==> src/rtl/bit_seq_tx.sv <==
// bit_seq_tx - serial bit-pattern transmitter.
//
// Latches an N-bit pattern and shifts the low `length` bits out MSB-first, one
// bit per clock, with out_valid marking frame bits. The frame can be repeated
// `repeat_cnt` extra times, with GAP_CYCLES idle cycles between frames. SEG shows
// the number of frame bits still to come, as a 7-segment code.
//
// Ports
//   clk_2       in   clock
//   reset_n     in   asynchronous active-low reset
//   start       in   begin transmission (honoured only while idle)
//   abort       in   synchronous cancel; has priority over start
//   pattern     in   frame data; bits [len-1:0] are sent, bit len-1 first
//   length      in   frame length; 0 or a value above NBITS_PAT means NBITS_PAT
//   repeat_cnt  in   extra repeats (total frames = repeat_cnt+1). The name
//                    "repeat" is a reserved word, so the port carries this name.
//   out_bit     out  serial data, 0 whenever out_valid is 0
//   out_valid   out  out_bit carries a frame bit this cycle
//   busy        out  transmitter is not idle
//   done        out  one-cycle pulse after the final bit of the final frame
//   bits_left   out  frame bits still to appear after the current one
//   SEG         out  7-segment code of bits_left[3:0] (dp = bit 7 = 0)
//   dbg_state   out  current FSM state (debug observation)
//
// Handshake: start is a level sampled on each rising edge; it is accepted only
// when the FSM is idle and abort is low. No acknowledge is returned other than
// busy rising on the accepting edge.
module bit_seq_tx #(
  parameter int NBITS_PAT  = 8,
  parameter int NBITS_LEN  = $clog2(NBITS_PAT) + 1,
  parameter int NBITS_REP  = 4,
  parameter int GAP_CYCLES = 2
) (
  input  logic                 clk_2,
  input  logic                 reset_n,
  input  logic                 start,
  input  logic                 abort,
  input  logic [NBITS_PAT-1:0] pattern,
  input  logic [NBITS_LEN-1:0] length,
  input  logic [NBITS_REP-1:0] repeat_cnt,
  output logic                 out_bit,
  output logic                 out_valid,
  output logic                 busy,
  output logic                 done,
  output logic [NBITS_LEN-1:0] bits_left,
  output logic [7:0]           SEG,
  output logic [1:0]           dbg_state
);

  typedef enum logic [1:0] {ST_IDLE = 2'd0, ST_SEND = 2'd1, ST_GAP = 2'd2} state_t;

  localparam int GAP_W = (GAP_CYCLES > 1) ? $clog2(GAP_CYCLES) : 1;
  localparam int TOP   = NBITS_PAT - 1;

  state_t                 state_q, state_d;
  logic [NBITS_PAT-1:0]   pat_q, pat_d;   // latched frame, MSB-aligned
  logic [NBITS_PAT-1:0]   sh_q, sh_d;     // bits after the one on out_bit
  logic [NBITS_LEN-1:0]   len_q, len_d;
  logic [NBITS_REP-1:0]   reps_q, reps_d;
  logic [GAP_W-1:0]       gap_q, gap_d;
  logic                   out_bit_q, out_bit_d;
  logic                   out_valid_q, out_valid_d;
  logic                   busy_q, busy_d;
  logic                   done_q, done_d;
  logic [NBITS_LEN-1:0]   bits_left_q, bits_left_d;

  logic [NBITS_LEN-1:0]   eff_len;
  logic [NBITS_PAT-1:0]   aligned;

  // Frame bits are moved to the top of the register so the serializer always
  // takes the MSB, independent of the frame length.
  always_comb begin
    eff_len = length;
    if (length == '0 || length > NBITS_LEN'(NBITS_PAT)) eff_len = NBITS_LEN'(NBITS_PAT);
    aligned = pattern << (NBITS_LEN'(NBITS_PAT) - eff_len);
  end

  always_comb begin
    state_d     = state_q;
    pat_d       = pat_q;
    sh_d        = sh_q;
    len_d       = len_q;
    reps_d      = reps_q;
    gap_d       = gap_q;
    out_bit_d   = 1'b0;
    out_valid_d = 1'b0;
    done_d      = 1'b0;
    bits_left_d = bits_left_q;

    case (state_q)
      ST_IDLE: begin
        bits_left_d = '0;
        if (start) begin
          pat_d       = aligned;
          len_d       = eff_len;
          reps_d      = repeat_cnt;
          out_bit_d   = aligned[TOP];
          sh_d        = aligned << 1;
          out_valid_d = 1'b1;
          bits_left_d = eff_len - 1'b1;
          state_d     = ST_SEND;
        end
      end
      ST_SEND: begin
        if (bits_left_q != '0) begin
          out_bit_d   = sh_q[TOP];
          sh_d        = sh_q << 1;
          out_valid_d = 1'b1;
          bits_left_d = bits_left_q - 1'b1;
        end else if (reps_q == '0) begin
          state_d     = ST_IDLE;
          done_d      = 1'b1;
          bits_left_d = '0;
        end else begin
          reps_d = reps_q - 1'b1;
          if (GAP_CYCLES == 0) begin
            // Back-to-back frames: first bit follows bit 0 directly.
            out_bit_d   = pat_q[TOP];
            sh_d        = pat_q << 1;
            out_valid_d = 1'b1;
            bits_left_d = len_q - 1'b1;
          end else begin
            state_d     = ST_GAP;
            gap_d       = GAP_W'(GAP_CYCLES - 1);
            bits_left_d = len_q;
          end
        end
      end
      ST_GAP: begin
        if (gap_q == '0) begin
          out_bit_d   = pat_q[TOP];
          sh_d        = pat_q << 1;
          out_valid_d = 1'b1;
          bits_left_d = len_q - 1'b1;
          state_d     = ST_SEND;
        end else begin
          gap_d = gap_q - 1'b1;
        end
      end
      default: state_d = ST_IDLE;
    endcase

    if (abort) begin
      state_d     = ST_IDLE;
      out_bit_d   = 1'b0;
      out_valid_d = 1'b0;
      done_d      = 1'b0;
      bits_left_d = '0;
    end

    busy_d = (state_d != ST_IDLE);
  end

  always_ff @(posedge clk_2 or negedge reset_n) begin
    if (!reset_n) begin
      state_q     <= ST_IDLE;
      pat_q       <= '0;
      sh_q        <= '0;
      len_q       <= '0;
      reps_q      <= '0;
      gap_q       <= '0;
      out_bit_q   <= 1'b0;
      out_valid_q <= 1'b0;
      busy_q      <= 1'b0;
      done_q      <= 1'b0;
      bits_left_q <= '0;
    end else begin
      state_q     <= state_d;
      pat_q       <= pat_d;
      sh_q        <= sh_d;
      len_q       <= len_d;
      reps_q      <= reps_d;
      gap_q       <= gap_d;
      out_bit_q   <= out_bit_d;
      out_valid_q <= out_valid_d;
      busy_q      <= busy_d;
      done_q      <= done_d;
      bits_left_q <= bits_left_d;
    end
  end

  always_comb begin
    case (4'(bits_left_q))
      4'h0: SEG = 8'h3F;
      4'h1: SEG = 8'h06;
      4'h2: SEG = 8'h5B;
      4'h3: SEG = 8'h4F;
      4'h4: SEG = 8'h66;
      4'h5: SEG = 8'h6D;
      4'h6: SEG = 8'h7D;
      4'h7: SEG = 8'h07;
      4'h8: SEG = 8'h7F;
      4'h9: SEG = 8'h6F;
      4'hA: SEG = 8'h77;
      4'hB: SEG = 8'h7C;
      4'hC: SEG = 8'h58;
      4'hD: SEG = 8'h5E;
      4'hE: SEG = 8'h79;
      default: SEG = 8'h71;
    endcase
  end

  assign out_bit   = out_bit_q;
  assign out_valid = out_valid_q;
  assign busy      = busy_q;
  assign done      = done_q;
  assign bits_left = bits_left_q;
  assign dbg_state = state_q;

endmodule

==> config.mk <==
export PLATFORM = sky130hd
export DESIGN_NAME = bit_seq_tx
export DESIGN_NICKNAME = d
export VERILOG_FILES = /design/src/rtl/bit_seq_tx.sv
export SDC_FILE = /design/constraint.sdc
export NUM_CORES = 1
export LEC_CHECK = 0
export BUFFER_PORTS_ARGS = -buffer_cell sky130_fd_sc_hd__buf_2
export CORE_ASPECT_RATIO = 1.5
export CORE_MARGIN = 2
export CORE_UTILIZATION = 45
export CTS_BUF_LIST = sky130_fd_sc_hd__clkbuf_16
export CTS_CLUSTER_SIZE = 12
export DETAILED_ROUTE_END_ITERATION = 10
export PLACE_DENSITY = 0.74
export SLEW_MARGIN = 20
export SYNTH_ARGS = -nofsm -noshare
export SYNTH_HDL_FRONTEND = slang
export SYNTH_SLANG_ARGS = --single-unit
==> constraint.sdc <==
create_clock -name clk_2 -period 7 [get_ports clk_2]
set_clock_uncertainty 0.2 [all_clocks]
set_input_delay 0.7 -clock clk_2 [delete_from_list [all_inputs] [get_ports clk_2]]
set_output_delay 0.7 -clock clk_2 [all_outputs]
set_load 0.02 [all_outputs]
Yosys cells after proc, flatten, opt, wreduce, memory -nomap -nowiden
Memory sizes are Yosys's and may differ from the RTL's. Cells that the tools add are included.

Add/sub/neg operators: 6. Eq/ne operators: 8. Shifts and indexed selects: 1. Order comparisons: 1. Reduce and logical (&&, ||, !) cells: 15. Muxes and demuxes: 39.

Operators with widths (count): 2-to-1 mux 4 bit (9); 2-to-1 mux 8 bit (3); one-hot mux 8 bit (3 select lines) (1); subtractor 4 x 1 -> 4 bit, second input constant (4); 2-to-1 mux 1 bit (15); one-hot mux 4 bit (3 select lines) (1); 2-to-1 mux 2 bit (5); inequality test 2 bit, second input constant (5); zero test 4 bit (2); one-hot mux 4 bit (2 select lines) (1); AND reduction 4 bit (2); nonzero test 4 bit (2); << shifter 8 x 4 -> 8 bit (1); one-hot mux 1 bit (3 select lines) (2); one-hot mux 2 bit (3 select lines) (1); nonzero test 2 bit (3); > comparator 4 bit, second input constant (1); AND reduction 2 bit (2); subtractor 4 bit, first input constant (1); inequality test 3 bit, second input constant (1); AND reduction 3 bit (1); nonzero test 3 bit (1); == test 2 x 1 -> 1 bit, second input constant (1); == test 2 bit, second input constant (1); 4 further kinds (4).

Output and inout port bits: 18. Memories kept: 1. Logic and storage cells: 82. Bits in registers: 35. Bits of input ports: 20. Bits in read-only memories: 112.

Memory list: (name not given) (depth 16, width 7, read ports 1, clocked after Yosys merged registers in 0, wr ports 0, line 183) `case (4'(bits_left_q))`.

Depth between registers and ports, before layout
Depth after elaboration: 8. Gate-level depth with buffers: 9. Gate-level depth less buffers: 7.

Worst setup path before layout
No wires, ideal clock.

Kind: input port to flip-flop. From: input port length[0]. To: register out_bit_q, in the netlist out_bit. Setup time: 0.082 ns. Data required time: 6.718 ns. Arrival time: 2.530 ns. Buffers on the path: 1. Stages: 8. Setup slack: 4.188 ns. Cells stage by stage: nor2b_1 buf_6 clkinv_2 ha_1 xor2_4 mux4_2 or2_1 a31oi_1.

Longest elaborated chain between the ends: 8. Elaborated cells between the ends (all ways): 9. Classes of those cells: 1 x add/sub; 1 x order compare; 1 x shift; 4 x mux; 2 x reduce/logical.

Ends and longest elaborated chain: from (decl) (line 39) `input logic [NBITS_LEN-1:0] length,`; > comparator 4 bit or zero test 4 bit (tied branches) (line 74) `if (length == '0 || length > NBITS_LEN'(NBITS_PAT)) eff_len = NBITS_LEN'(NBITS_PAT);`; logical OR 1 bit (line 74); 2-to-1 mux 4 bit * (line 74); subtractor 4 bit * (line 75) `aligned = pattern << (NBITS_LEN'(NBITS_PAT) - eff_len);`; << shifter 8 x 4 -> 8 bit * (line 75); 2-to-1 mux 1 bit * (line 93) `if (start) begin`; one-hot mux 1 bit (3 select lines) * (line 90) `case (state_q)`; 2-to-1 mux 1 bit * (line 143) `if (abort) begin`; net out_bit_d (line 61) `logic out_bit_q, out_bit_d;`; to (signal assigned) (line 174) `out_bit_q <= out_bit_d;`; to (decl) (line 61).

Mark *: on every way through the listed nets, which the timed path passes. The rest lies on a longest branch. A chain may end at the register's enable or synchronous reset.

Worst setup path in the final report
From: input port length[3]. To: register pat_q[4].

Longest elaborated chain between the ends: 5. Elaborated cells between the ends (all ways): 6. Classes of those cells: 1 x add/sub; 1 x order compare; 1 x shift; 1 x mux; 2 x reduce/logical.

Ends and longest elaborated chain: > comparator 4 bit or zero test 4 bit (tied branches) (line 74); logical OR 1 bit (line 74); 2-to-1 mux 4 bit * (line 74); subtractor 4 bit * (line 75); << shifter 8 x 4 -> 8 bit * (line 75); to (signal assigned) (line 169) `pat_q <= pat_d;`; to (decl) (line 56) `logic [NBITS_PAT-1:0] pat_q, pat_d;`.

Every way passes the cells marked *; elsewhere a longest branch is shown, timed or not.

==> results_dict.tcl <==
set metrics [dict create \
    outcome "completed" \
    finalHoldViolations 0 \
    drive_above_1_share_pct 17.9 \
    ctsLongestPathBuffers 2 \
    arrival_ns 3.14 \
    synth_cells 278 \
    register_area_sq_um 851 \
    grt_pass1_vias 2085 \
    cts.sinks 34 \
    crit_required_ns 6.92 \
    postSynthAreaPerCell_sq_um 8.50 \
    synthTopCellsByArea "dfrtp_1 36%, ha_1 6.9%, a21oi_1 5.5%, nor2_1 5.1%, nand2_1 4.8%" \
    dr.pass1.iters 4 \
    die_y_um 92.8 \
    fin_crit_sh_pct 46.0 \
    initial_core_util_pct 46.5 \
    slew_violations 0 \
    hold_buffers 0 \
    fmax_mhz 311 \
    post-route-min-period_ns 3.22 \
    drtIter0Drc 163 \
    finalPower_w 0.00126 \
    yosysSeqAreaShare_pct 36.0 \
    clock_latency_ns 0.28 \
    ios 38 \
    die-area_sq_um 5860 \
    io_buffers 36 \
    yosysTopAreaCell "dfrtp_1" \
    wirelength_um 5870 \
    cts-root-buf "clkbuf_16" \
    path_clk_slew_ns 0.06 \
    hold_path.class "in -> async" \
    gr-total-overflow 0 \
    synth_top_area_share_pct 36.0 \
    ys_warn_count 0 \
    rsz0062_at_grt "false" \
    cts_buffers 5 \
    fin_util_pct 53.7 \
    fin_ws_ns 3.78 \
    grt_pass1_wl_um 9750 \
    fin_setup_tns_ns 0 \
    postCtsResizedCells 0 \
    avgViaCountPerCell 5.63 \
    dieWidth_um 63.2 \
    power.density_nw_per_um2 460 \
    startpoint_type "input pin" \
    row_count 32 \
    fillCellCount 481 \
    htreeDepth 2 \
    cap_violations 0 \
    antenna_found_initial 0 \
    multiInputGateArea_sq_um 1380 \
    area_growth_pct 15.5 \
    synth_edf_count 0 \
    async_flop_share_pct 100 \
    syn_area_sq_um 2360 \
    grt_max_degree 35 \
    antenna_cells 0 \
    synth.most_common_cell "dfrtp_1" \
    cp_max_fo 9 \
    endpoint "pat_q[4]" \
    ys.flop_type "dfrtp_1" \
    core_region_area_sq_um 5080 \
    wl_per_cell_um 15.6 \
    dp_slack_ns 3.51 \
    synth_nets 311 \
    r2r_start "dbg_state[1]" \
    r2r-end "bits_left[3]" \
    cts_setup_buffers 0 \
    synth-seq-cells 34 \
    reg2regPathDepth 7 \
    synthDistinctLibCells 52 \
    rrSetupSlack_ns 4.23 \
    relSlewSlack_pct 36.0 \
    drtAntennaViolNets 0 \
    gp_congestion 0.915 \
    critPathCaptureType "flop" \
    critPathKind "in -> reg" \
    drcViolationCount 0 \
    hold_ws_ns 0.282 \
    synth_commonest_cells "34 x dfrtp_1, 32 x nor2_1, 30 x nand2_1, 26 x a21oi_1, 21 x o21ai_0" \
    vdd_drop_max_v 0.000259 \
    vias 2115 \
    fin_nets 341 \
    dpl.hpwl_um 4300 \
    worst_pin_slew_ns 0.960 \
    power.leakage_nw 1.23 \
    cts_tree "done" \
    track_usage_pct 21.4 \
    critPathLaunch "length[3]" \
    finalSetupViolations 0 \
]
## cells in the final DEF, fill, tap and decap left out, drive strengths merged, types with 2 or more instances in the layout
| master | synthesis | final |
|---|---|---|
| mux2i | 8 | 8 |
| a211oi | 3 | 3 |
| nand3 | 3 | 3 |
| nor3 | 10 | 10 |
| or3b | 2 | 2 |
| a221oi | 4 | 4 |
| nor2 | 32 | 32 |
| clkbuf | 9 | 5 |
| o21ai | 22 | 22 |
| o22ai | 2 | 2 |
| nor3b | 4 | 4 |
| nor2b | 2 | 2 |
| a22oi | 5 | 5 |
| xnor2 | 2 | 2 |
| mux2 | 2 | 2 |
| o41ai | 2 | 2 |
| a22o | 6 | 6 |
| a21oi | 26 | 26 |
| nand2b | 3 | 3 |
| nand2 | 30 | 30 |
| ha | 13 | 13 |
| dfrtp | 34 | 34 |
| o221ai | 2 | 2 |
| xor2 | 2 | 2 |
| a31oi | 8 | 8 |
| inv | 17 | 17 |
| buf | 5 | 37 |
| mux4 | 2 | 2 |
| or2 | 3 | 3 |
| clkinv | 1 | 2 |
## critical path, cell delays in order
cell and delay (ns):
buf_2 0.12, nor2b_1 0.55, clkinv_2 0.26, ha_1 0.35, xnor2_1 0.61, a21oi_1 0.18, o31ai_1 0.25, o21ai_0 0.11
## layer usage
metal | share of wire, % | wire (um) | global-route usage [%]
met5 | 0 | 0 | 0
met4 | 3.4 | 199 | 10.3
met3 | 3.9 | 228 | 3.65
met2 | 54 | 3160 | 39.1
met1 | 39 | 2280 | 23.8
## state kept, by name (all words and copies together) (netlist names)
signal,cells
reps_q,4
len_q,4
busy,1
dbg_state,2
bits_left,4
pat_q,8
done,1
sh_q,7
out_bit,1
out_valid,1
gap_q,1
## power by group
part           internal, W  total [W]  switching [W]
Combinational     0.000252   0.000657       0.000405
Sequential        0.000275   0.000355      0.0000802
Clock             0.000164   0.000244      0.0000799
Total             0.000691    0.00126       0.000565
## through the flow
step	instances	instance area (sq um)
3_5_place_dp	369	2570
2_1_floorplan	278	2360
6_report	376	2730
3_3_place_gp	369	2570
4_1_cts	376	2730
5_1_grt	376	2730
## how the worst min path moves through the flow
stage                         from            to  cells after the start
after global routing      pat_q[7]      pat_q[7]                      2
after global placement    pat_q[7]      pat_q[7]                      2
after floorplan            reset_n  bits_left[0]                      0
final                      reset_n     reps_q[3]                      1
after detailed placement  pat_q[7]      pat_q[7]                      2
after CTS                 pat_q[7]      pat_q[7]                      2
## cell type report
type                            instances  area share (%)
Inverter                               18            2.52
Sequential cell                        34            31.2
Tap cell                               68            3.12
Timing Repair Buffer                   37            6.88
Clock inverter                          2            1.24
Clock buffer                            5            4.59
Multi-Input combinational cell        212            50.5
## kinds of logic (layout without fill, tap and decap cells)
group | after synthesis | count (layout) | share of synthesized area, %
compound gates | 90 | 90 | 24.8
buf+inv | 32 | 62 | 5.72
mux | 12 | 12 | 6.41
other cells | 1 | 1 | 0.159
xor+xnor | 4 | 4 | 2.28
flops | 34 | 34 | 36.0
fa+ha+maj | 13 | 13 | 6.88
simple gates | 92 | 92 | 17.8
Power figures use the tool's default switching activity.
